$ cat config.mk
export PLATFORM = sky130hd
export DESIGN_NAME = id_ex_stage
export DESIGN_NICKNAME = d
export VERILOG_FILES = /design/src/rtl/id_ex_stage.sv
export SDC_FILE = /design/constraint.sdc
export NUM_CORES = 1
export LEC_CHECK = 0
export CAP_MARGIN = 20
export CORE_AREA = 2 2 146 148
export DETAILED_ROUTE_END_ITERATION = 10
export DIE_AREA = 0 0 148 150
export PLACE_DENSITY = 0.72
export SYNTH_ARGS = -nofsm -noshare
export SYNTH_HDL_FRONTEND = slang
export SYNTH_SLANG_ARGS = --single-unit
export TNS_END_PERCENT = 10
$ cat constraint.sdc
create_clock -name clk -period 2.7 [get_ports clk]
set_input_delay 0.54 -clock clk [delete_from_list [all_inputs] [get_ports clk]]
set_output_delay 0.54 -clock clk [all_outputs]
set_load 0.02 [all_outputs]
$ cat src/rtl/id_ex_stage.sv
// ID/EX pipeline register with load-use hazard detection, bubble insertion on
// hazard or flush, and saturating hazard statistics counters.
module id_ex_stage #(
    parameter int DW = 32,
    parameter int CW = 16
) (
    input  logic          clk,
    input  logic          rst_n,
    input  logic          id_valid,
    input  logic [13:0]   id_ctrl,
    input  logic [DW-1:0] id_rs_data,
    input  logic [DW-1:0] id_rt_data,
    input  logic [DW-1:0] id_imm,
    input  logic [DW-1:0] id_pc4,
    input  logic [4:0]    id_rs,
    input  logic [4:0]    id_rt,
    input  logic [4:0]    id_rd,
    input  logic [4:0]    id_shamt,
    input  logic [5:0]    id_funct,
    input  logic          flush,
    input  logic          hold,
    input  logic          cnt_clr,
    output logic          ex_valid,
    output logic [13:0]   ex_ctrl,
    output logic [DW-1:0] ex_rs_data,
    output logic [DW-1:0] ex_rt_data,
    output logic [DW-1:0] ex_imm,
    output logic [DW-1:0] ex_pc4,
    output logic [4:0]    ex_rs,
    output logic [4:0]    ex_rt,
    output logic [4:0]    ex_rd,
    output logic [4:0]    ex_shamt,
    output logic [5:0]    ex_funct,
    output logic          stall,
    output logic [CW-1:0] bubble_cnt,
    output logic [CW-1:0] flush_cnt
);

    localparam logic [CW-1:0] CNT_MAX = {CW{1'b1}};
    localparam logic [CW-1:0] CNT_ONE = {{(CW-1){1'b0}}, 1'b1};

    function automatic logic [CW-1:0] sat_inc(input logic [CW-1:0] v);
        if (v == CNT_MAX) begin
            return v;
        end else begin
            return v + CNT_ONE;
        end
    endfunction

    logic lu_s;
    logic bubble_s;

    // Load in EX whose destination feeds either ID source; $zero never hazards.
    always_comb begin
        lu_s     = ex_valid & ex_ctrl[9] & (ex_rt != 5'd0) & id_valid &
                   ((ex_rt == id_rs) | (ex_rt == id_rt));
        stall    = lu_s & ~flush & ~hold;
        bubble_s = flush | lu_s;
    end

    // Pipeline register: hold > bubble (flush or load-use) > capture.
    always_ff @(posedge clk or negedge rst_n) begin
        if (!rst_n) begin
            ex_valid   <= 1'b0;
            ex_ctrl    <= 14'd0;
            ex_rs_data <= {DW{1'b0}};
            ex_rt_data <= {DW{1'b0}};
            ex_imm     <= {DW{1'b0}};
            ex_pc4     <= {DW{1'b0}};
            ex_rs      <= 5'd0;
            ex_rt      <= 5'd0;
            ex_rd      <= 5'd0;
            ex_shamt   <= 5'd0;
            ex_funct   <= 6'd0;
        end else if (hold) begin
            ex_valid   <= ex_valid;
            ex_ctrl    <= ex_ctrl;
            ex_rs_data <= ex_rs_data;
            ex_rt_data <= ex_rt_data;
            ex_imm     <= ex_imm;
            ex_pc4     <= ex_pc4;
            ex_rs      <= ex_rs;
            ex_rt      <= ex_rt;
            ex_rd      <= ex_rd;
            ex_shamt   <= ex_shamt;
            ex_funct   <= ex_funct;
        end else if (bubble_s) begin
            // Bubble zeroes every field so no enable can leak into later stages.
            ex_valid   <= 1'b0;
            ex_ctrl    <= 14'd0;
            ex_rs_data <= {DW{1'b0}};
            ex_rt_data <= {DW{1'b0}};
            ex_imm     <= {DW{1'b0}};
            ex_pc4     <= {DW{1'b0}};
            ex_rs      <= 5'd0;
            ex_rt      <= 5'd0;
            ex_rd      <= 5'd0;
            ex_shamt   <= 5'd0;
            ex_funct   <= 6'd0;
        end else begin
            ex_valid   <= id_valid;
            ex_ctrl    <= id_valid ? id_ctrl : 14'd0;
            ex_rs_data <= id_rs_data;
            ex_rt_data <= id_rt_data;
            ex_imm     <= id_imm;
            ex_pc4     <= id_pc4;
            ex_rs      <= id_rs;
            ex_rt      <= id_rt;
            ex_rd      <= id_rd;
            ex_shamt   <= id_shamt;
            ex_funct   <= id_funct;
        end
    end

    // Statistics counters: hold freezes, clear beats increment, flush beats load-use.
    always_ff @(posedge clk or negedge rst_n) begin
        if (!rst_n) begin
            bubble_cnt <= {CW{1'b0}};
            flush_cnt  <= {CW{1'b0}};
        end else if (hold) begin
            bubble_cnt <= bubble_cnt;
            flush_cnt  <= flush_cnt;
        end else if (cnt_clr) begin
            bubble_cnt <= {CW{1'b0}};
            flush_cnt  <= {CW{1'b0}};
        end else if (flush) begin
            bubble_cnt <= bubble_cnt;
            flush_cnt  <= sat_inc(flush_cnt);
        end else if (lu_s) begin
            bubble_cnt <= sat_inc(bubble_cnt);
            flush_cnt  <= flush_cnt;
        end else begin
            bubble_cnt <= bubble_cnt;
            flush_cnt  <= flush_cnt;
        end
    end

endmodule
==> run_results.csv, run 1 <==
group,metric,value,unit
status,status,"complete, no violations",
detailed_routing,drt-vias-per-instance,5.23,
worst_setup_path,required,2.16,ns
yosys,synthSimpleGateAreaFrac,0.0670,
floorplan,initial_core_util,0.381,
worst_setup_path,max_stage_delay,0.40,ns
yosys,seq_area_frac_synth,0.638,
layout,fin_area,12800,µm²
global_route,top_usage_layer,"met2",
global_route,grt_pass1_wl,38600,µm
power,power_density,613,nW/µm²
yosys,synth_area,7880,µm²
worst_setup_path,critical_path.top_delay_family,"flip-flops",
sta,fmax,388,MHz
layout,drive_above_1_share,0.0754,
min_path,min_path_type,"input pin to asynchronous set/reset pin",
detailed_routing,drc,0,
cts,cts_htree_levels,1,
placement,dp_slack,-0.499,ns
cts,cts_tree,"done",
cts,hold_buffers,0,
sta,rsz0062_at_grt,"no",
cts,cts_sinks,201,
sta,hold_viol_final,0,
worst_setup_path,cp_cell_sequence,"buf_4 -> xnor2_1 -> nand3_1 -> o22ai_2 -> nand2_1 -> nor3_1 -> buf_2",
layout,n_antenna_cell,0,
floorplan,row_count,53,
global_route,antenna_found_initial,0,
worst_setup_path,crit_path_end_kind,"primary output",
worst_setup_path,critPathLaunchType,"flip-flop",
global_route,grt_util_met1,0.288,
sta,report.final.slew_viol_count,0,
cts,ctsRootBufferMaster,"clkbuf_16",
cts,numCtsBuffers,24,
worst_setup_path,worst_path_max_delay_cell,"dfrtp_1",
yosys,synth_fa_ha_area_frac,0.00318,
worst_setup_path,reg2reg_from,"ex_rt[2]",
layout,final_util,0.620,
yosys,muxShareOfSynthArea,0.00270,
layout,syn_to_final_growth,62.7,%
global_route,first_global_vias,6807,
yosys,synth_xor_area_frac,0.0256,
global_route,grt_max_degree,80,
yosys,synth-seq-cells,201,
cts,clock_path_buffers,3,
global_route,met3_usage,0.0552,
worst_setup_path,crit_type,"flip-flop to primary output",
worst_setup_path,startpoint,"ex_rt[0]",
sta,hold_ws,0.0351,ns
detailed_routing,drt_iter0_drc,347,
detailed_routing,wl_per_cell,19.8,µm
placement,numPortBuffers,375,
sta,fin_crit,2.58,ns
placement,gp_congestion,0.820,
sta,timing.final.ws_setup,0.123,ns
detailed_routing,first_pass_iters,4,
global_route,grt_overflow_total,0,
global_route,grt_util_met2,0.366,
yosys,async_flop_share,1.00,
floorplan,dieArea,22200,µm²
yosys,synth_top_family_by_area,"compound AO/OA/AOI/OAI gates",
worst_setup_path,critPathBufInv,2,
floorplan,fp.dieH,150,µm
detailed_routing,wl,25200,µm
cts,clk_latency,0.50,ns
floorplan,ios,376,
worst_setup_path,crit_path_max_fanout,5,
worst_setup_path,arrival,2.04,ns
yosys,synth_edf_count,0,
sta,period_share,0.954,
yosys,yosysUniqueCellTypes,48,
run,drv_cap,0,
detailed_routing,drtAntennaViolNets,0,
floorplan,core_area,20700,µm²
layout,fill_cells,1703,
placement,hpwl,17900,µm
global_route,grt_use_total,0.219,
yosys,ys_warn_count,0,
sta,relSlewSlack,0.436,
power,power.leakage,0.00557,µW
yosys,syn_avg_cell_area,13.2,µm²
yosys,synth_compound_area_frac,0.235,
yosys,synthFlopType,"dfrtp_1",
sta,skew,0.00759,ns
detailed_routing,num_vias,6637,
cts,cts.reportedPaths.clkPinSlew,0.05,ns
yosys,syn-num-nets,771,
yosys,netlist_instances,595,
sta,timing.setup.tns,0,ns
floorplan,die_w,148,µm
power,vdd_drop_max,393,µV
sta,worst_pin_slew,0.847,ns
sta,setup_viol,0,
placement,place_area,12100,µm²
layout,fin_nets,1155,
path summary, 6_finish.rpt:
kind	to	slack [ns]	cells past startpoint
min	bubble_cnt[7]	0.04	1
max	stall	0.12	7
min in group clk	flush_cnt[1]	0.31	3
min reg2reg	ex_ctrl[5]	0.49	1
max reg2reg	ex_pc4[4]	0.18	6
max in group asynchronous	ex_rs_data[0]	1.86	2
layer usage:
layer,wire length [µm],up-vias
met5,0,-
met4,482,0
met3,1740,35
met2,12500,238
met1,10500,3306
li1,-,3058
where the power goes:
part           leakage (µW)  switching, µW  internal, µW
Combinational       0.00257            703           802
Clock              0.000360           1190          1770
Sequential          0.00265            170          3230
synth_stat cells, types with 8 or more instances:
library cell,number,area [µm²]
dfrtp_1,201,5030
o21ai_0,15,75.1
a32o_1,14,140
nand4_1,9,56.3
clkbuf_1,27,101
nand2_1,15,56.3
nand3_1,12,60.1
nor2_1,19,71.3
buf_2,17,85.1
a22o_1,155,1360
o22a_1,8,70.1
and3_1,16,100
xnor2_1,20,175
timing repair:
action                     in CTS  in global routing
gates resized for setup         9                  1
setup buffers                   1                  0
setup endpoints to repair       1                  1
gates cloned                    0                  0
pin swaps                       0                  1
hold endpoints to repair        0                  0
sequential cells by signal, indices dropped and copies added, names as in the netlist:
name,flops
ex_rs_data,32
ex_funct,6
ex_ctrl,14
ex_rs,5
ex_rt,5
flush_cnt,16
ex_imm,32
ex_rd,5
ex_rt_data,32
ex_valid,1
ex_pc4,32
ex_shamt,5
bubble_cnt,16
metrics by stage:
stage	cells	power [µW]
after floorplan	595	4020
after global placement	1227	4940
after detailed placement	1227	4950
after CTS	1270	7960
after global routing	1270	8210
final	1270	7860
logic make-up (layout without fill, tap and decap cells):
logic type | after synthesis | in the layout
AND/OR/NAND/NOR | 97 | 97
buffers and inverters | 52 | 452
adder cells (fa/ha/maj) | 2 | 2
XOR/XNOR | 23 | 23
AO/OA/AOI/OAI | 218 | 218
multiplexers | 2 | 2
flip-flops | 201 | 201
layout by cell type, fill, tap and decap left out, types with 2 or more instances in the layout:
cell type	synthesis	routed
nor4_1	6	6
clkbuf_8	0	4
nand2_1	15	15
dfrtp_2	0	2
a21oi_1	5	5
a221o_1	2	2
buf_4	2	23
clkbuf_1	27	9
nand2b_1	2	2
nor2_1	19	19
nand4_1	9	9
o21ai_0	15	15
clkdlybuf4s50_1	0	372
a32o_1	14	14
a2bb2oi_1	2	2
or3_1	2	2
buf_12	0	6
nand3_1	12	12
o22a_1	8	8
nor4bb_1	2	2
a211oi_1	3	3
and3_1	16	16
dfrtp_1	201	199
or4_1	4	3
and2_1	3	3
xnor2_1	20	19
inv_1	6	6
a22o_1	155	155
nor2b_1	2	2
clkbuf_16	0	25
clkinv_2	0	5
ha_1	2	2
nor3_1	2	2
xor2_1	3	3
final cells by class:
type | instances | area (µm²) | area share
Clock inverter | 5 | 25.0 | 0.00195
Inverter | 6 | 22.5 | 0.00176
Timing Repair Buffer | 404 | 4050 | 0.316
Multi-Input combinational cell | 342 | 2650 | 0.207
Clock buffer | 37 | 701 | 0.0546
Sequential cell | 201 | 5030 | 0.392
Tap cell | 275 | 344 | 0.0268
Power figures use the tool's default switching activity.
==> inputs of run 2 (changes only) <==
--- a/config.mk
+++ b/config.mk
@@ -7,6 +7,7 @@
 export LEC_CHECK = 0
 export CAP_MARGIN = 20
 export CORE_AREA = 2 2 146 148
+export CTS_CLUSTER_SIZE = 28
 export DETAILED_ROUTE_END_ITERATION = 10
 export DIE_AREA = 0 0 148 150
 export PLACE_DENSITY = 0.72
==> results of run 2 <==
No change in the layout: final DEF, timing and power equal those of run 1.
